--- config.mk ---
export PLATFORM = sky130hd
export DESIGN_NAME = life_board_arbiter_flat
export DESIGN_NICKNAME = d
export VERILOG_FILES = /design/src/rtl/life_board_arbiter_if.sv /design/src/rtl/life_board_arbiter.sv /design/src/flat_wrapper.sv
export SDC_FILE = /design/constraint.sdc
export NUM_CORES = 1
export LEC_CHECK = 0
export ABC_AREA = 1
export CORE_ASPECT_RATIO = 0.9
export CORE_MARGIN = 1
export CORE_UTILIZATION = 30
export DETAILED_ROUTE_END_ITERATION = 6
export SYNTH_ARGS = -nofsm -noshare
export SYNTH_HDL_FRONTEND = slang
export SYNTH_SLANG_ARGS = --single-unit
--- constraint.sdc ---
create_clock -name clk -period 3.7 [get_ports clk]
set_input_delay 0.37 -clock clk [delete_from_list [all_inputs] [get_ports clk]]
set_output_delay 0.37 -clock clk [all_outputs]
set_load 0.05 [all_outputs]
--- src/rtl/life_board_arbiter_if.sv ---
// Bus bundle between the board-RAM arbiter, its three requesters and the RAM macro.
// The arbiter takes the slave modport; the requester/RAM side takes the master modport.
interface life_board_arbiter_if #(
  parameter int ADDR_W = 11
);
  logic              disp_req;
  logic [ADDR_W-1:0] disp_addr;
  logic              disp_gnt;
  logic              disp_rvalid;
  logic              disp_rdata;

  logic              upd_req;
  logic [ADDR_W-1:0] upd_addr;
  logic              upd_gnt;
  logic              upd_rvalid;
  logic              upd_rdata;

  logic              wr_req;
  logic [ADDR_W-1:0] wr_addr;
  logic              wr_data;
  logic              wr_gnt;

  logic              ram_en;
  logic              ram_we;
  logic [ADDR_W-1:0] ram_addr;
  logic              ram_wdata;
  logic              ram_rdata;

  logic              clear_status;
  logic              upd_starve;
  logic              wr_starve;

  modport slave (
    input  disp_req, disp_addr, upd_req, upd_addr, wr_req, wr_addr, wr_data,
           ram_rdata, clear_status,
    output disp_gnt, disp_rvalid, disp_rdata, upd_gnt, upd_rvalid, upd_rdata,
           wr_gnt, ram_en, ram_we, ram_addr, ram_wdata, upd_starve, wr_starve
  );

  modport master (
    output disp_req, disp_addr, upd_req, upd_addr, wr_req, wr_addr, wr_data,
           ram_rdata, clear_status,
    input  disp_gnt, disp_rvalid, disp_rdata, upd_gnt, upd_rvalid, upd_rdata,
           wr_gnt, ram_en, ram_we, ram_addr, ram_wdata, upd_starve, wr_starve
  );
endinterface

--- src/rtl/life_board_arbiter.sv ---
// Single-port Game-of-Life board RAM arbiter: display has absolute priority,
// update-engine reads and init/copy writes share the remaining slots round-robin.
module life_board_arbiter #(
  parameter int ADDR_W       = 11,
  parameter int STARVE_LIMIT = 15
) (
  input logic                 clk,
  input logic                 reset,
  life_board_arbiter_if.slave bus
);

  localparam logic [7:0] LIMIT = 8'(STARVE_LIMIT);

  logic              disp_gnt_c;
  logic              upd_gnt_c;
  logic              wr_gnt_c;
  logic [ADDR_W-1:0] ram_addr_c;
  logic              ram_wdata_c;

  logic              rr_ptr;
  logic              disp_rvalid_q;
  logic              upd_rvalid_q;
  logic [7:0]        upd_cnt;
  logic [7:0]        wr_cnt;
  logic              upd_starve_q;
  logic              wr_starve_q;

  logic              upd_wait;
  logic              wr_wait;

  // Grants are combinational so a requester can be served in the cycle it asks;
  // reset masks them so nothing reaches the RAM while reset is asserted.
  always_comb begin
    disp_gnt_c = 1'b0;
    upd_gnt_c  = 1'b0;
    wr_gnt_c   = 1'b0;
    if (!reset) begin
      if (bus.disp_req)
        disp_gnt_c = 1'b1;
      else if (bus.upd_req && (!bus.wr_req || !rr_ptr))
        upd_gnt_c = 1'b1;
      else if (bus.wr_req)
        wr_gnt_c = 1'b1;
    end
  end

  always_comb begin
    ram_addr_c  = '0;
    ram_wdata_c = 1'b0;
    if (disp_gnt_c) begin
      ram_addr_c = bus.disp_addr;
    end else if (upd_gnt_c) begin
      ram_addr_c = bus.upd_addr;
    end else if (wr_gnt_c) begin
      ram_addr_c  = bus.wr_addr;
      ram_wdata_c = bus.wr_data;
    end
  end

  assign upd_wait = bus.upd_req & ~upd_gnt_c;
  assign wr_wait  = bus.wr_req & ~wr_gnt_c;

  always_ff @(posedge clk or posedge reset) begin
    if (reset) begin
      rr_ptr        <= 1'b0;
      disp_rvalid_q <= 1'b0;
      upd_rvalid_q  <= 1'b0;
      upd_cnt       <= 8'd0;
      wr_cnt        <= 8'd0;
      upd_starve_q  <= 1'b0;
      wr_starve_q   <= 1'b0;
    end else begin
      if (upd_gnt_c)
        rr_ptr <= 1'b1;
      else if (wr_gnt_c)
        rr_ptr <= 1'b0;

      disp_rvalid_q <= disp_gnt_c;
      upd_rvalid_q  <= upd_gnt_c;

      if (!upd_wait)
        upd_cnt <= 8'd0;
      else if (upd_cnt != LIMIT)
        upd_cnt <= upd_cnt + 8'd1;

      if (!wr_wait)
        wr_cnt <= 8'd0;
      else if (wr_cnt != LIMIT)
        wr_cnt <= wr_cnt + 8'd1;

      // Flag sets on the edge the streak reaches the limit; a set beats a same-cycle clear.
      if (upd_wait && (upd_cnt >= LIMIT - 8'd1))
        upd_starve_q <= 1'b1;
      else if (bus.clear_status)
        upd_starve_q <= 1'b0;

      if (wr_wait && (wr_cnt >= LIMIT - 8'd1))
        wr_starve_q <= 1'b1;
      else if (bus.clear_status)
        wr_starve_q <= 1'b0;
    end
  end

  assign bus.disp_gnt    = disp_gnt_c;
  assign bus.upd_gnt     = upd_gnt_c;
  assign bus.wr_gnt      = wr_gnt_c;
  assign bus.ram_en      = disp_gnt_c | upd_gnt_c | wr_gnt_c;
  assign bus.ram_we      = wr_gnt_c;
  assign bus.ram_addr    = ram_addr_c;
  assign bus.ram_wdata   = ram_wdata_c;
  assign bus.disp_rvalid = disp_rvalid_q;
  assign bus.upd_rvalid  = upd_rvalid_q;
  assign bus.disp_rdata  = bus.ram_rdata;
  assign bus.upd_rdata   = bus.ram_rdata;
  assign bus.upd_starve  = upd_starve_q;
  assign bus.wr_starve   = wr_starve_q;

endmodule

--- src/flat_wrapper.sv ---
// flat-port wrapper written by rule: the top's interface ports become plain ports
module life_board_arbiter_flat 
#(
  parameter int ADDR_W       = 11,
  parameter int STARVE_LIMIT = 15
)
  (clk, reset, bus_disp_req, bus_disp_addr, bus_upd_req, bus_upd_addr, bus_wr_req, bus_wr_addr, bus_wr_data, bus_ram_rdata, bus_clear_status, bus_disp_gnt, bus_disp_rvalid, bus_disp_rdata, bus_upd_gnt, bus_upd_rvalid, bus_upd_rdata, bus_wr_gnt, bus_ram_en, bus_ram_we, bus_ram_addr, bus_ram_wdata, bus_upd_starve, bus_wr_starve);
  life_board_arbiter_if #(.ADDR_W(ADDR_W)) bus_i ();
  input logic clk;
  input logic reset;
  input wire logic [$bits(bus_i.disp_req)-1:0] bus_disp_req;
  input wire logic [$bits(bus_i.disp_addr)-1:0] bus_disp_addr;
  input wire logic [$bits(bus_i.upd_req)-1:0] bus_upd_req;
  input wire logic [$bits(bus_i.upd_addr)-1:0] bus_upd_addr;
  input wire logic [$bits(bus_i.wr_req)-1:0] bus_wr_req;
  input wire logic [$bits(bus_i.wr_addr)-1:0] bus_wr_addr;
  input wire logic [$bits(bus_i.wr_data)-1:0] bus_wr_data;
  input wire logic [$bits(bus_i.ram_rdata)-1:0] bus_ram_rdata;
  input wire logic [$bits(bus_i.clear_status)-1:0] bus_clear_status;
  output wire logic [$bits(bus_i.disp_gnt)-1:0] bus_disp_gnt;
  output wire logic [$bits(bus_i.disp_rvalid)-1:0] bus_disp_rvalid;
  output wire logic [$bits(bus_i.disp_rdata)-1:0] bus_disp_rdata;
  output wire logic [$bits(bus_i.upd_gnt)-1:0] bus_upd_gnt;
  output wire logic [$bits(bus_i.upd_rvalid)-1:0] bus_upd_rvalid;
  output wire logic [$bits(bus_i.upd_rdata)-1:0] bus_upd_rdata;
  output wire logic [$bits(bus_i.wr_gnt)-1:0] bus_wr_gnt;
  output wire logic [$bits(bus_i.ram_en)-1:0] bus_ram_en;
  output wire logic [$bits(bus_i.ram_we)-1:0] bus_ram_we;
  output wire logic [$bits(bus_i.ram_addr)-1:0] bus_ram_addr;
  output wire logic [$bits(bus_i.ram_wdata)-1:0] bus_ram_wdata;
  output wire logic [$bits(bus_i.upd_starve)-1:0] bus_upd_starve;
  output wire logic [$bits(bus_i.wr_starve)-1:0] bus_wr_starve;
  assign bus_i.disp_req = bus_disp_req;
  assign bus_i.disp_addr = bus_disp_addr;
  assign bus_i.upd_req = bus_upd_req;
  assign bus_i.upd_addr = bus_upd_addr;
  assign bus_i.wr_req = bus_wr_req;
  assign bus_i.wr_addr = bus_wr_addr;
  assign bus_i.wr_data = bus_wr_data;
  assign bus_i.ram_rdata = bus_ram_rdata;
  assign bus_i.clear_status = bus_clear_status;
  assign bus_disp_gnt = bus_i.disp_gnt;
  assign bus_disp_rvalid = bus_i.disp_rvalid;
  assign bus_disp_rdata = bus_i.disp_rdata;
  assign bus_upd_gnt = bus_i.upd_gnt;
  assign bus_upd_rvalid = bus_i.upd_rvalid;
  assign bus_upd_rdata = bus_i.upd_rdata;
  assign bus_wr_gnt = bus_i.wr_gnt;
  assign bus_ram_en = bus_i.ram_en;
  assign bus_ram_we = bus_i.ram_we;
  assign bus_ram_addr = bus_i.ram_addr;
  assign bus_ram_wdata = bus_i.ram_wdata;
  assign bus_upd_starve = bus_i.upd_starve;
  assign bus_wr_starve = bus_i.wr_starve;
  life_board_arbiter #(.ADDR_W(ADDR_W), .STARVE_LIMIT(STARVE_LIMIT)) u_core (.clk(clk), .reset(reset), .bus(bus_i));
endmodule
Yosys cells after proc, flatten, opt, wreduce, memory -nomap -nowiden

Cells that the tools add are included.

Register bits after elaboration: 21
Input bits: 41
Output and inout port bits: 23
Logic and storage cells: 54

Add/subtract/negate cells: 2
$lt $le $gt $ge: 2
Equal/unequal tests: 4
Muxes and demuxes: 24
Bitwise logic cells: 6
Reduce and logical (&&, ||, !) cells: 9

Operators with widths:

| kind                | count |
|---|---|
| $mux 11             | 3 |
| $mux 8              | 4 |
| $mux 1              | 17 |
| $add 8x1->8 const B | 2 |
| $ge 8x4->1 const B  | 2 |
| $ne 8x4->1 const B  | 2 |
| $reduce_bool 2->1   | 3 |
| $ne 2x2->1 const B  | 2 |
| $logic_and 1x1->1   | 3 |
| $and 1x1->1         | 2 |
| $logic_not 1->1     | 2 |
| $not 1->1           | 2 |
| $or 1x1->1          | 2 |
| $logic_or 1x1->1    | 1 |

Depth between registers and ports, before layout

Depth in word-level cells: 10
Gate-level depth with buffers: 8
Mapped depth without buffers: 7

Least setup slack after synthesis

Ideal clock, no wire load.

Path kind: input -> output
From: input reset
To: output bus_ram_addr[1]
Data arrival time: 1876 ps
Required time: 3330 ps
Path slack: 1454 ps
Stages on the path: 6
Buffers on the path: 1
Path through: inv_1 > nand2_1 > inv_1 > buf_2 > nand2_1 > nand3_1

Elaborated cells on any way between the ends: 6
Those cells by class: mux: 6

RTL lines:

| item               | line                     | text |
|---|---|---|
| start: declaration | flat_wrapper.sv:10       | `input logic reset;` |
| $mux 1             | life_board_arbiter.sv:37 | `if (!reset) begin` |
| via bus_disp_gnt   | flat_wrapper.sv:20       | `output wire logic [$bits(bus_i.disp_gnt)-1:0] bus_disp_gnt;` |
| $mux 11            | life_board_arbiter.sv:50 | `if (disp_gnt_c) begin` |
| end: declaration   | flat_wrapper.sv:29       | `output wire logic [$bits(bus_i.ram_addr)-1:0] bus_ram_addr;` |

The timed path passes the listed nets, and every way through them passes these cells.

Worst setup path in the final report

From: input bus_wr_req
To: output bus_ram_addr[2]

Longest elaborated chain between the ends: 9
Elaborated cells on any way between the ends: 13
Those cells by class: mux: 10; reduce/logical: 3

RTL lines:

| item               | line                     | text |
|---|---|---|
| start: declaration | flat_wrapper.sv:15       | `input wire logic [$bits(bus_i.wr_req)-1:0] bus_wr_req;` |
| $logic_not 1->1    | life_board_arbiter.sv:40 | `else if (bus.upd_req && (!bus.wr_req \|\| !rr_ptr))` |
| $logic_or 1x1->1   | life_board_arbiter.sv:40 |  |
| $logic_and 1x1->1  | life_board_arbiter.sv:40 |  |
| $mux 1             | life_board_arbiter.sv:40 |  |
| $mux 1             | life_board_arbiter.sv:38 | `if (bus.disp_req)` |
| $mux 1             | life_board_arbiter.sv:37 |  |
| $mux 11            | life_board_arbiter.sv:54 | `end else if (wr_gnt_c) begin` |
| $mux 11 (*)        | life_board_arbiter.sv:52 | `end else if (upd_gnt_c) begin` |
| $mux 11 (*)        | life_board_arbiter.sv:50 |  |

Every way passes the cells marked *; elsewhere a longest branch is shown, timed or not.

==> summary.txt <==
Outcome: complete, no violations
Final hold slack: 480 ps
Post-CTS Hold Fix Bufs: 0
Clock Latency Late Sink: 260 ps
Root Buffer Master: clkbuf_8
FMAX: 363 MHz
Via/cell ratio: 4.33
Mapped Nets: 249
H-tree depth: 1
GP Congestion: 0.793
Area Overhead vs Synth: 48.2%
RSZ-0062 raised after global routing: false
Crit path launch type: input pin
Slew Viols, Final: 0
Minimum clock period: 2750 ps
First-pass GRT wire length: 5630 microns
CTS tree: done
Inserted Clock Buffers: 3
Post-cts resize count: 0
Remaining Overflow, GRT: 0
Synth Cell Area: 0.00140 sq mm
IO Port Bufs: 60
Post-detail-place hpwl: 2730 microns
Routed vias: 1404
CTS Buffer Depth: 2
Setup slack at placement: 929 ps
Core box area: 0.00446 sq mm
Seq/Total Area, Yosys: 37.6%
Fraction of layout cells with a size suffix above 1: 5.34%
Syn Area/Cell: 6.84 sq um
# setup viols final: 0
Dpl cells: 320
TNS Setup: 0 ps
DR DRC count: 0
Die width: 73.9 microns
Largest net degree at the start of global routing: 22
Post-synthesis register bit count: 21
Drt total wl: 3470 microns
Die ar.: 0.00493 sq mm
Setup bufs post-CTS: 0
Tcrit/Tclk final: 74.4%
Final ANT Viol Nets: 0
CP endpoint kind: output pin
Critical path arrival: 2380 ps
DRT iter0 DRCs: 56
Peak supply drop: 0.150 mV
Critical path class: in2out
Clk_skew: 1.36 ps
Inserted Diodes: 0
Drt pass-1 iters: 4
FP Rows: 23
Finished Cell Area: 0.00207 sq mm
Initial core utilization: 31.3%
Fin cells: 324
Initial antenna violation count: 0
Final WS setup: 947 ps
Cell Area, Placed: 0.00202 sq mm
Pleak: 0.000952 uW
Yosys Warn Count: 0
# nets final: 308
DR WL/cell: 10.7 microns
Relative slew slack: 64.9%
Worst Path Required: 3330 ps
Cell Pwr Density: 276 mW/mm^2
Count of different cell masters after synthesis: 24
Worst Hold Class: reg2reg
Syn Inst Count: 204
Slew @ Worst Pin: 525 ps
Die height: 66.7 microns
Final hold vios: 0
FILL cells: 447
Max FO, Critical Path: 13
Ports: 64
Sinks on Clock Net: 21
Gr usage total: 14.9%
Vias in the first global route: 1291
Clock Pin Slew Worst Setup and Hold Paths: 70 ps
Max-cap viol count: 0
[cells in the final DEF, fill, tap and decap left out]
master and instances:
xnor2_1 1, clkbuf_1 1, clkbuf_8 3, inv_2 3, nor2_1 28, o21bai_1 1
clkdlybuf4s50_1 60, dfrtp_1 21, a21oi_1 7, nand3_2 1, nand2_2 2, a21boi_0 1
o21ai_0 2, o21a_1 1, inv_1 16, nand2_4 1, ha_1 4, xor2_1 1
a21oi_4 1, nand3b_1 1, nand2_1 75, nor2_4 1, buf_4 1, nand3_1 28
a21boi_2 1
[registers in the layout, summed over array words and instances (netlist names)]
| name | flops |
|---|---|
| u_core.upd_cnt | 8 |
| u_core.bus.upd_rvalid | 1 |
| u_core.bus.wr_starve | 1 |
| u_core.bus.disp_rvalid | 1 |
| u_core.wr_cnt | 8 |
| u_core.bus.upd_starve | 1 |
| u_core.rr_ptr | 1 |
[power by group]
| group | switching, uW | total (uW) | leakage (uW) | internal (uW) |
|---|---|---|---|---|
| Sequential | 9.02 | 247 | 0.000285 | 238 |
| Combinational | 96.4 | 173 | 0.000643 | 76.5 |
| Clock | 74.3 | 151 | 0.0000228 | 76.7 |
[worst paths after layout]
path | start | to | slack, ps | depth (start not counted)
setup / recovery | bus_wr_req | bus_ram_addr[2] | 950 | 8
hold / removal | u_core.bus.upd_starve | u_core.bus.upd_starve | 480 | 2
setup reg to reg | u_core.wr_cnt[1] | u_core.wr_cnt[0] | 2420 | 6
hold reg to reg | u_core.bus.upd_starve | u_core.bus.upd_starve | 480 | 2
max in group asynchronous | reset | u_core.upd_cnt[5] | 2930 | 3
min in group asynchronous | reset | u_core.rr_ptr | 560 | 3
[stage by stage]
step                util (%)  power, uW
floorplan                  -        356
global placement        45.4        426
detailed placement      45.4        425
CTS                     46.4        581
global route            46.4        601
finish                  46.4        571
[worst max-delay path, stage by stage]
cell and delay (ps):
clkdlybuf4s50_1 530, nand2_2 100, nand2_4 90, nand3_2 110, inv_2 190, nand2_1 90
nand3_1 70, clkdlybuf4s50_1 820
[final cells by class]
type | count | area (sq um) | share of cell area, %
multi-input cells | 157 | 742 | 35.9
repair buffers | 61 | 608 | 29.4
flip-flops and latches | 21 | 526 | 25.4
well taps | 62 | 77.6 | 3.75
inverters | 19 | 71.3 | 3.45
clock buffers | 4 | 45.0 | 2.18
[synthesized netlist by cell type]
master | count | area (sq um)
inv_1 | 16 | 60.1
ha_1 | 4 | 50.1
nand3b_1 | 1 | 7.51
o21bai_1 | 1 | 7.51
nand2_1 | 75 | 282
nand3_2 | 1 | 10.0
nand2_2 | 2 | 12.5
o21a_1 | 1 | 7.51
a21boi_2 | 1 | 11.3
a21oi_4 | 1 | 16.3
nor2_1 | 28 | 105
buf_6 | 2 | 22.5
buf_4 | 4 | 30.0
a21boi_0 | 1 | 7.51
xor2_1 | 1 | 8.76
a21oi_1 | 7 | 35.0
o21ai_0 | 2 | 10.0
nand3_1 | 28 | 140
xnor2_1 | 1 | 8.76
dfrtp_1 | 21 | 526
inv_2 | 3 | 11.3
nand2_4 | 1 | 11.3
buf_2 | 1 | 5.00
nor2_4 | 1 | 11.3
[cells by family after synthesis]
kind of cell	count (synthesis)	share of synthesized area, %
xor+xnor	2	1.25
fa+ha+maj	4	3.58
buf+inv	26	9.23
flops	21	37.6
compound gates	14	6.81
simple gates	137	41.5
[routing by layer]
metal / track usage (%) / share of wire (%)
met1: 20.6 / 50
met2: 23.2 / 45
met3: 3.63 / 4.2
met4: 3.61 / 1.0
met5: 0 / 0
(Power assumes the default switching activity.)
